$ cat src/rtl/scan_pkg.sv
// Shared types and mode-code constants for the scan-mode selector.
package scan_pkg;

  localparam int SDATA_W = 2;

  typedef logic [SDATA_W-1:0] scan_mode_t;

  // Mode codes are a direct pass-through of the two stable enable levels.
  localparam scan_mode_t SCAN_IDLE = 2'b00;  // idle / blank
  localparam scan_mode_t SCAN_A    = 2'b01;  // scan mode A (EN_in0)
  localparam scan_mode_t SCAN_B    = 2'b10;  // scan mode B (EN_in1)
  localparam scan_mode_t SCAN_AB   = 2'b11;  // both enabled

endpackage

$ cat src/rtl/scan_debounce.sv
// One input channel: multi-flop synchroniser followed by a counting debouncer.
// dout is the accepted stable level; dout_nxt is the value dout takes at the
// next rising edge, so the parent can register a change pulse without adding
// latency to dout.
module scan_debounce
  import scan_pkg::*;
#(
  parameter int SYNC_STAGES = 2,
  parameter int DEB_CYCLES  = 4
) (
  input  logic clk,
  input  logic rst_n,
  input  logic din,
  output logic dout,
  output logic dout_nxt
);

  localparam int CNT_W = $clog2(DEB_CYCLES + 1);

  logic [SYNC_STAGES-1:0] r_sync;
  logic [CNT_W-1:0]       r_cnt;
  logic                   r_stable;
  logic                   w_s;
  logic                   w_differs;
  logic                   w_accept;

  assign w_s       = r_sync[SYNC_STAGES-1];
  assign w_differs = (w_s != r_stable);
  assign w_accept  = w_differs && (r_cnt == CNT_W'(DEB_CYCLES - 1));

  // Shift the raw asynchronous level through the synchroniser chain.
  always_ff @(posedge clk) begin
    // NOTE: sequential state uses non-blocking assignments so every flop
    // samples pre-edge values regardless of statement order.
    if (!rst_n) begin
      // NOTE: the synchroniser flops are reset too, so a level captured before
      // reset cannot leak into the debouncer after release.
      r_sync <= '0;
    end else begin
      r_sync <= {r_sync[SYNC_STAGES-2:0], din};
    end
  end

  // Count consecutive cycles of disagreement; accept after DEB_CYCLES of them.
  always_ff @(posedge clk) begin
    if (!rst_n) begin
      r_cnt    <= '0;
      r_stable <= 1'b0;
    end else if (!w_differs) begin
      r_cnt <= '0;
    end else if (w_accept) begin
      r_stable <= w_s;
      r_cnt    <= '0;
    end else begin
      r_cnt <= r_cnt + CNT_W'(1);
    end
  end

  assign dout     = r_stable;
  assign dout_nxt = w_accept ? w_s : r_stable;

endmodule

$ cat src/rtl/scan.sv
// Scan-mode selector: conditions the two asynchronous enables and presents
// the stable pair as a 2-bit mode code, plus a one-cycle change pulse.
module scan
  import scan_pkg::*;
#(
  parameter int SYNC_STAGES = 2,
  parameter int DEB_CYCLES  = 4
) (
  input  logic               clk,
  input  logic               rst_n,
  input  logic               EN_in1,
  input  logic               EN_in0,
  output logic [SDATA_W-1:0] sdata,
  output logic               sdata_chg
);

  logic       w_stable1;
  logic       w_stable0;
  logic       w_nxt1;
  logic       w_nxt0;
  scan_mode_t w_sdata;
  scan_mode_t w_sdata_nxt;
  logic       r_sdata_chg;

  scan_debounce #(
    .SYNC_STAGES (SYNC_STAGES),
    .DEB_CYCLES  (DEB_CYCLES)
  ) u_deb1 (
    .clk      (clk),
    .rst_n    (rst_n),
    .din      (EN_in1),
    .dout     (w_stable1),
    .dout_nxt (w_nxt1)
  );

  scan_debounce #(
    .SYNC_STAGES (SYNC_STAGES),
    .DEB_CYCLES  (DEB_CYCLES)
  ) u_deb0 (
    .clk      (clk),
    .rst_n    (rst_n),
    .din      (EN_in0),
    .dout     (w_stable0),
    .dout_nxt (w_nxt0)
  );

  // Both stable bits are flops, so sdata has no combinational path from EN_in*.
  assign w_sdata     = {w_stable1, w_stable0};
  assign w_sdata_nxt = {w_nxt1, w_nxt0};

  // Register a pulse in the same edge that sdata changes, so it is high for
  // exactly the cycle following the update; both bits moving together give one pulse.
  always_ff @(posedge clk) begin
    if (!rst_n) begin
      r_sdata_chg <= 1'b0;
    end else begin
      r_sdata_chg <= (w_sdata_nxt != w_sdata);
    end
  end

  assign sdata     = w_sdata;
  assign sdata_chg = r_sdata_chg;

endmodule

$ cat config.mk
export PLATFORM = sky130hd
export DESIGN_NAME = scan
export DESIGN_NICKNAME = d
export VERILOG_FILES = /design/src/rtl/scan_pkg.sv /design/src/rtl/scan_debounce.sv /design/src/rtl/scan.sv
export SDC_FILE = /design/constraint.sdc
export NUM_CORES = 1
export LEC_CHECK = 0
export CORE_AREA = 5 5 42 44
export CTS_BUF_LIST = sky130_fd_sc_hd__clkbuf_4
export CTS_CLUSTER_DIAMETER = 40
export CTS_CLUSTER_SIZE = 14
export DETAILED_ROUTE_END_ITERATION = 8
export DIE_AREA = 0 0 47 49
export GPL_TIMING_DRIVEN = 0
export SKIP_CTS_REPAIR_TIMING = 1
export SYNTH_ARGS = -nofsm -noshare
export SYNTH_HDL_FRONTEND = slang
export SYNTH_SLANG_ARGS = --single-unit
$ cat constraint.sdc
create_clock -name clk -period 1.7 [get_ports clk]
set_input_delay 0.51 -clock clk [delete_from_list [all_inputs] [get_ports clk]]
set_output_delay 0.51 -clock clk [all_outputs]
set_load 0.1 [all_outputs]
==> reports/metrics.cfg, run 1 <==
[outcome]
status=finished clean

[pwr]
ir_worst_vdd_v=0.000365
power_density_mw_per_mm2=920
total_power_w=0.000531
p_leak_nw=0.226

[worst_setup_path]
required_ps=1190
crit_chain=buf_4 > clkbuf_4
critPathLaunchType=flop
crit_fanout=3
cp-end-kind=output pin
path_class=flop to output pin
crit_buf_inv=2
slowest_stage=dfxtp_1
critPathArrivalTime_ps=1070
cpLargestDelayFamily=buffers and inverters
slowest_delay_ps=370

[cells_and_area]
area_growth_pct=21.0
nets=61
fillers=150
antennaDiodeCount=0
drive_above_1_share=0.212

[clock_network]
tritoncts=done
clk_pin_slew_ps=80
clock_latency_ps=260
clockBufferDepth=2
clock-sinks=13
ctsRootBufferMaster=clkbuf_4
cts_max_level=1
cts_buffers=3

[global_route]
antenna_found_initial=0
grt_pass1_wl_um=993
grt_max_degree=11
gr-total-overflow=0
grt_usage=0.0609
grt_pass1_vias=269

[die]
start_util=0.340
coreArea_mm2=0.00140
dieHeight_um=49
io_pins=7
rows=14
dieArea_mm2=0.00230
die_w_um=47

[timing]
worst_pin_slew_ps=539
fin_crit_sh=0.929
holdWs_ps=436
fin_crit_ps=1580
setup_viol=0
skew_ps=1.95
fmaxAchievable_mhz=633
hold_viol=0
setup_tns_ps=0
rsz0062_at_grt=false
slew_viol_final=0
relSlewSlack=0.642
setup_ws_ps=120

[place]
dp_worst_setup_slack_ps=-402
dpl.hpwl_um=439
gp_congestion=0.589
port_buffers=6

[yosys]
syn_inst=42
yosysUniqueCellTypes=15
avgSynthCellArea_um2=11.4
synth_area_um2=477
ys_seq_area_frac=0.546
synth-seq-cells=13
synth_nets=50
yosysWarnings=0

[route]
drt-initial-drc-count=0
drt-total-wl_um=588
wl_per_cell_um=8.65
dr.pass1.iters=1
via_count=289
viasPerCell=4.25
drc_errors=0
ant_nets=0

[worst_hold_path]
hold_path_class=flop to flop

[flow_run]
maxCapViolations=0

registers in the layout (all words and copies together), names as in the netlist:
register,flops
u_deb0.r_cnt,3
u_deb1.r_cnt,3
u_deb0.r_sync,2
u_deb1.r_sync,2
sdata_chg,1
u_deb0.dout,1
u_deb1.dout,1
synthesized netlist by cell type:
cell,number,area (µm²)
dfxtp_1,13,260
and2_1,4,25.0
ha_1,4,50.1
nor3_1,4,20.0
buf_4,2,15.0
inv_1,2,7.51
mux2i_1,2,20.0
nand2_1,2,7.51
nor2b_1,2,12.5
xnor2_1,2,17.5
nand2b_1,1,6.26
nand2b_2,1,8.76
nor3b_1,1,7.51
nor3b_2,1,12.5
o22ai_1,1,6.26
path summary, 6_finish.rpt:
kind                                        from                to  slack [ps]  cells after the start
worst min register to register  u_deb1.r_sync[0]  u_deb1.r_sync[1]         440                      1
worst max register to register   u_deb1.r_cnt[0]   u_deb1.r_cnt[1]         530                      4
worst min-delay path            u_deb1.r_sync[0]  u_deb1.r_sync[1]         440                      1
worst max-delay path                 u_deb0.dout          sdata[0]         120                      2
metrics by stage:
stage	instances	utilization	area, µm²
floorplan	42	-	477
global placement	64	0.397	557
detailed placement	64	0.397	557
CTS	68	0.419	587
global route	68	0.412	577
finish	68	0.412	577
worst register-to-register path, cell delays in order (launching register included):
cell and delay [ps]:
dfxtp_1 320, ha_1 190, ha_1 210, nand2b_2 200, nor3b_1 160
final cells by class:
type | instances | area (µm²) | share of cell area
Buffer | 2 | 15.0 | 0.0260
Clock buffer | 4 | 30.0 | 0.0521
Inverter | 2 | 7.51 | 0.0130
Multi-Input combinational cell | 25 | 194 | 0.336
Sequential cell | 13 | 260 | 0.451
Tap cell | 16 | 20.0 | 0.0347
Timing Repair Buffer | 6 | 50.0 | 0.0868
logic make-up after synthesis:
group | count (synthesis) | share of synthesized area
simple gates | 16 | 0.210
flops | 13 | 0.546
buf+inv | 4 | 0.0472
fa+ha+maj | 4 | 0.105
xor+xnor | 2 | 0.0368
mux | 2 | 0.0420
compound gates | 1 | 0.0131
layout by cell type, fill, tap and decap left out:
cell type and count:
and2_1 4, buf_4 3, clkbuf_2 1, clkbuf_4 5
clkdlybuf4s50_1 3, dfxtp_1 13, ha_1 4, inv_1 2
mux2i_1 2, nand2_1 2, nand2b_1 1, nand2b_2 1
nor2b_1 2, nor3_1 4, nor3b_1 1, nor3b_2 1
o22ai_1 1, xnor2_1 2
per-layer routing:
| metal | GRT usage | part of all wire |
|---|---|---|
| met1 | 0.0740 | 0.48 |
| met2 | 0.0792 | 0.43 |
| met3 | 0.0221 | 0.066 |
| met4 | 0.0553 | 0.017 |
| met5 | 0 | 0 |
report_power, final:
part | leakage [nW] | switching, W | internal [W] | total, W
Combinational | 0.102 | 0.00000851 | 0.0000120 | 0.0000205
Sequential | 0.106 | 0.00000242 | 0.000310 | 0.000312
Clock | 0.0184 | 0.0000912 | 0.000107 | 0.000198
(Power assumes the default switching activity.)
==> run 2: changes to the inputs <==
==> constraint.sdc (replaced) <==
create_clock -name clk -period 1.33 [get_ports clk]
set_input_delay 0.399 -clock clk [delete_from_list [all_inputs] [get_ports clk]]
set_output_delay 0.399 -clock clk [all_outputs]
set_load 0.1 [all_outputs]
==> run 2 against run 1 <==
  * Die area unchanged
  * Power up 28%
  * Register-to-register slack worse by 370 ps
  * Setup slack worse by 81 ps
  * Critical path depth decreased by 1
  * Core utilization increased by 2.4 points
  * Final area is 5.9% higher
  * Sequential power increased by 28%
  * Flip-flop and latch count unchanged
  * First-iteration DRC count unchanged
  * Combinational power up 27%
==> reports/metrics.cfg, run 2 (synthesized netlist as in run 1, its figures left out) <==
[route]
wl_per_cell_um=8.57  ; was 8.65 µm
ant_nets=0  ; unchanged
viasPerCell=4.28  ; was 4.25
drt-initial-drc-count=0  ; unchanged
drt-total-wl_um=583  ; was 588 µm
drc_errors=0  ; unchanged
dr.pass1.iters=1  ; unchanged
via_count=291  ; was 289

[global_route]
grt_max_degree=11  ; unchanged
grt_pass1_wl_um=993  ; unchanged
antenna_found_initial=0  ; unchanged
grt_usage=0.0609  ; unchanged
grt_pass1_vias=269  ; unchanged
gr-total-overflow=0  ; unchanged

[clock_network]
cts_buffers=3  ; unchanged
clockBufferDepth=2  ; unchanged
clock_latency_ps=260  ; about the same
clk_pin_slew_ps=80  ; about the same
tritoncts=done  ; unchanged
ctsRootBufferMaster=clkbuf_4  ; unchanged
cts_max_level=1  ; unchanged
clock-sinks=13  ; unchanged

[place]
place_area_um2=557  ; unchanged
dpl.hpwl_um=439  ; unchanged
port_buffers=6  ; unchanged
dp_worst_setup_slack_ps=-661  ; was -402 ps
gp_congestion=0.589  ; unchanged

[cells_and_area]
drive_above_1_share=0.250  ; was 0.212
reg_top3=u_deb0.r_cnt (3), u_deb1.r_cnt (3)  ; unchanged
mostFrequentLayoutCells=11 x dfxtp_1, 5 x clkbuf_4, 4 x nor3_1, 4 x and2_1, 4 x ha_1  ; was 13 x dfxtp_1, 5 x clkbuf_4, 4 x nor3_1, 4 x and2_1, 4 x ha_1
fillers=142  ; was 150
stdcell_area_um2=611  ; was 577 µm²
final_common_cell=dfxtp_1  ; unchanged
nets=61  ; unchanged
area_growth_pct=28.1  ; was 21.0%
antennaDiodeCount=0  ; unchanged

[outcome]
status=finished clean  ; unchanged

[timing]
setup_viol=0  ; unchanged
setup_ws_ps=39.6  ; was 120 ps
fin_crit_sh=0.970
relSlewSlack=0.764  ; was 0.642
worst_pin_slew_ps=351  ; was 539 ps
rsz0062_at_grt=false  ; unchanged
skew_ps=2.33  ; was 1.95 ps
fin_crit_ps=1290
slew_viol_final=0  ; unchanged
fmaxAchievable_mhz=775
hold_viol=0  ; unchanged

[pwr]
p_sw_frac=0.192  ; about the same
total_power_w=0.000678  ; was 0.000531 W
seqPwrFrac=0.589  ; about the same
p_leak_nw=0.234  ; was 0.226 nW
power_density_mw_per_mm2=1110  ; was 920 mW/mm²
p_int_w=0.000548  ; was 0.000429 W
ir_worst_vdd_v=0.000469  ; was 0.000365 V
clockPowerShare=0.372  ; was 0.373
p_sw_w=0.000130  ; was 0.000102 W
combPwrFrac=0.039  ; about the same

[die]
rows=14  ; unchanged
io_pins=7  ; unchanged
die_w_um=47  ; unchanged
dieArea_mm2=0.00230  ; unchanged
start_util=0.340  ; unchanged
dieHeight_um=49  ; unchanged
coreArea_mm2=0.00140  ; unchanged

[worst_setup_path]
critPathLaunchType=flop  ; unchanged
slowest_stage=clkbuf_4  ; was dfxtp_1
crit_fanout=1  ; was 3
cpLargestDelayFamily=buffers and inverters  ; unchanged
rrSetupSlack_ps=160  ; was 530 ps
slowest_delay_ps=320  ; was 370 ps
path_class=flop to output pin  ; unchanged
critPathArrivalTime_ps=890  ; was 1070 ps
crit_chain=clkbuf_4  ; was buf_4 > clkbuf_4
cp-end-kind=output pin  ; unchanged
crit_buf_inv=1  ; was 2
required_ps=930  ; was 1190 ps

[flow_run]
maxCapViolations=0  ; unchanged

[worst_hold_path]
hold_path_class=flop to flop  ; unchanged

run 2: power groups by stage:
stage	clock, W	combinational (W)	sequential (W)
after CTS	0.000266	0.0000266	0.000399
after global routing	0.000280	0.0000293	0.000400
after global placement	0	0.0000264	0.000408
after floorplan	0	0.0000132	0.000408
after detailed placement	0	0.0000264	0.000409
final	0.000252	0.0000261	0.000399
run 2: area by class of cell:
type                            instances  area [µm²]  share of cell area
Buffer                                  2        18.8              0.0307
Clock buffer                            4        30.0              0.0492
Inverter                                2        7.51              0.0123
Multi-Input combinational cell         25         194               0.318
Sequential cell                        13         263               0.430
Tap cell                               16        20.0              0.0328
Timing Repair Buffer                    6        77.6               0.127
run 2: layer usage:
metal,share of wire,GRT usage
met5,0,0
met2,0.44,0.0792
met3,0.070,0.0221
met1,0.47,0.0740
met4,0.017,0.0553
run 2: final timing paths:
path                                        from               end  depth (start not counted)
worst min-delay path            u_deb1.r_sync[0]  u_deb1.r_sync[1]                          1
worst max-delay path                   sdata_chg         sdata_chg                          1
worst min register to register  u_deb1.r_sync[0]  u_deb1.r_sync[1]                          1
worst max register to register   u_deb1.r_cnt[0]   u_deb1.r_cnt[1]                          4
run 2: metrics by stage:
step | util | hold slack (ps) | setup TNS, ps | std cells
floorplan | - | 405 | 0 | 42
global placement | 0.397 | 414 | -2160 | 64
detailed placement | 0.397 | 419 | -2200 | 64
CTS | 0.419 | 437 | -2700 | 68
global route | 0.436 | 469 | 0 | 68
finish | 0.436 | 436 | 0 | 68
==> run 3: changes to the inputs <==
--- a/config.mk
+++ b/config.mk
@@ -5,6 +5,8 @@
 export SDC_FILE = /design/constraint.sdc
 export NUM_CORES = 1
 export LEC_CHECK = 0
+export CELL_PAD_IN_SITES_DETAIL_PLACEMENT = 0
+export CELL_PAD_IN_SITES_GLOBAL_PLACEMENT = 1
 export CORE_AREA = 5 5 42 44
 export CTS_BUF_LIST = sky130_fd_sc_hd__clkbuf_4
 export CTS_CLUSTER_DIAMETER = 40
@@ -12,6 +14,7 @@
 export DETAILED_ROUTE_END_ITERATION = 8
 export DIE_AREA = 0 0 47 49
 export GPL_TIMING_DRIVEN = 0
+export PLACE_DENSITY_LB_ADDON = 0.1
 export SKIP_CTS_REPAIR_TIMING = 1
 export SYNTH_ARGS = -nofsm -noshare
 export SYNTH_HDL_FRONTEND = slang
==> run 3 against run 2 <==
  * Wire length increased by 8.1%
  * Global-route usage increased by 0.28 points
  * Die area unchanged
  * Sequential power about the same
  * Clock power about the same
  * Critical path type unchanged
  * Critical endpoint is now sdata[0]
==> reports/metrics.cfg, run 3 (synthesized netlist as in run 1, its figures left out) <==
[timing]
fmaxAchievable_mhz=772  ; was 775 MHz
worst_pin_slew_ps=362  ; was 351 ps
setup_tns_ps=0  ; unchanged
fin_crit_sh=0.974  ; was 0.970
slew_viol_final=0  ; unchanged
skew_ps=0.564  ; was 2.33 ps
setup_ws_ps=34.8  ; was 39.6 ps
fin_crit_ps=1300  ; was 1290 ps
hold_viol=0  ; unchanged
setup_viol=0  ; unchanged
relSlewSlack=0.757  ; was 0.764

[cells_and_area]
reg_top3=u_deb0.r_cnt (3), u_deb1.r_cnt (3)  ; unchanged
stdcell_area_um2=607  ; was 611 µm²
nets=61  ; unchanged
antennaDiodeCount=0  ; unchanged
final_common_cell=dfxtp_1  ; unchanged
area_growth_pct=27.3  ; was 28.1%
utilization=0.433  ; was 0.436
mostFrequentLayoutCells=11 x dfxtp_1, 4 x nor3_1, 4 x and2_1, 4 x ha_1, 4 x clkbuf_4  ; was 11 x dfxtp_1, 5 x clkbuf_4, 4 x nor3_1, 4 x and2_1, 4 x ha_1
drive_above_1_share=0.250  ; unchanged

[pwr]
p_sw_frac=0.192  ; about the same
p_sw_w=0.000131  ; was 0.000130 W
p_int_w=0.000548  ; about the same
total_power_w=0.000679  ; was 0.000678 W
power_density_mw_per_mm2=1120  ; was 1110 mW/mm²
p_leak_nw=0.233  ; was 0.234 nW
seqPwrFrac=0.589  ; about the same
clockPowerShare=0.372  ; about the same
combPwrFrac=0.039  ; about the same
ir_worst_vdd_v=0.000430  ; was 0.000469 V

[die]
coreArea_mm2=0.00140  ; unchanged
dieHeight_um=49  ; unchanged
io_pins=7  ; unchanged
rows=14  ; unchanged
start_util=0.340  ; unchanged
die_w_um=47  ; unchanged
dieArea_mm2=0.00230  ; unchanged

[global_route]
antenna_found_initial=0  ; unchanged
grt_max_degree=11  ; unchanged
gr-total-overflow=0  ; unchanged
grt_usage=0.0638  ; was 0.0609
grt_pass1_wl_um=993  ; unchanged
grt_pass1_vias=286  ; was 269

[clock_network]
ctsRootBufferMaster=clkbuf_4  ; unchanged
clock-sinks=13  ; unchanged
clock_latency_ps=270  ; was 260 ps
cts_buffers=3  ; unchanged
clockBufferDepth=2  ; unchanged
tritoncts=done  ; unchanged
clk_pin_slew_ps=70  ; was 80 ps
cts_max_level=1  ; unchanged

[route]
drt-total-wl_um=630  ; was 583 µm
via_count=307  ; was 291
viasPerCell=4.51  ; was 4.28
drc_errors=0  ; unchanged
dr.pass1.iters=2  ; was 1
wl_per_cell_um=9.26  ; was 8.57 µm
drt-initial-drc-count=4  ; was 0
ant_nets=0  ; unchanged

[place]
place_area_um2=557  ; unchanged
dpl.hpwl_um=498  ; was 439 µm
port_buffers=6  ; unchanged
gp_congestion=0.629  ; was 0.589
dp_worst_setup_slack_ps=-662  ; was -661 ps

[worst_hold_path]
hold_depth=1  ; unchanged
hold_path_class=flop to flop  ; unchanged

[worst_setup_path]
critPathLaunchType=flop  ; unchanged
critPathCapture=sdata[0]  ; was sdata_chg
r2r.worst_path.cells=4  ; unchanged
crit_start=u_deb0.dout  ; was sdata_chg
rrSetupSlack_ps=160  ; about the same
reg2reg_from=u_deb1.r_cnt[0]  ; unchanged
cp-end-kind=output pin  ; unchanged
regToRegEndpoint=u_deb1.r_cnt[1]  ; unchanged
path_class=flop to output pin  ; unchanged
required_ps=930  ; about the same
crit_fanout=3  ; was 1
critPathArrivalTime_ps=900  ; was 890 ps

[outcome]
status=finished clean  ; unchanged

[flow_run]
maxCapViolations=0  ; unchanged

run 3: layout make-up:
type	count	area, µm²
multi-input cells	25	194
fillers	148	795
inverters	2	7.51
well taps	16	20.0
clock buffers	4	30.0
plain buffers	2	15.0
flip-flops and latches	13	263
repair buffers	6	77.6
run 3: critical path, stage by stage (launching register included):
cell and delay [ps]:
dfxtp_2 350, buf_4 120, buf_12 160
run 3: layer usage:
metal / up-vias / part of all wire / GRT usage
li1: 161 / - / -
met5: - / 0 / 0
met1: 139 / 0.38 / 0.0561
met4: 0 / 0.0079 / 0.0691
met3: 2 / 0.063 / 0.0221
met2: 5 / 0.55 / 0.0995
run 3: worst min-delay path by stage:
stage,slack (ps),start,end
floorplan,410,u_deb1.r_cnt[0],u_deb1.r_cnt[0]
global placement,410,u_deb1.r_cnt[0],u_deb1.r_cnt[0]
detailed placement,420,u_deb1.r_cnt[0],u_deb1.r_cnt[0]
CTS,430,u_deb1.r_cnt[0],u_deb1.r_cnt[0]
global route,440,u_deb1.r_cnt[0],u_deb1.r_cnt[0]
finish,430,u_deb1.r_cnt[0],u_deb1.r_cnt[0]
run 3: power groups by stage:
stage               combinational (W)  clock (W)  sequential [W]
floorplan                   0.0000132          0        0.000408
global placement            0.0000256          0        0.000408
detailed placement          0.0000268          0        0.000409
CTS                         0.0000269   0.000267        0.000400
global route                0.0000291   0.000283        0.000401
finish                      0.0000262   0.000253        0.000400
run 3: stage by stage:
stage,hold WS [ps],std cells
detailed placement,424,64
finish,433,68
global route,444,68
CTS,435,68
global placement,412,64
floorplan,405,42
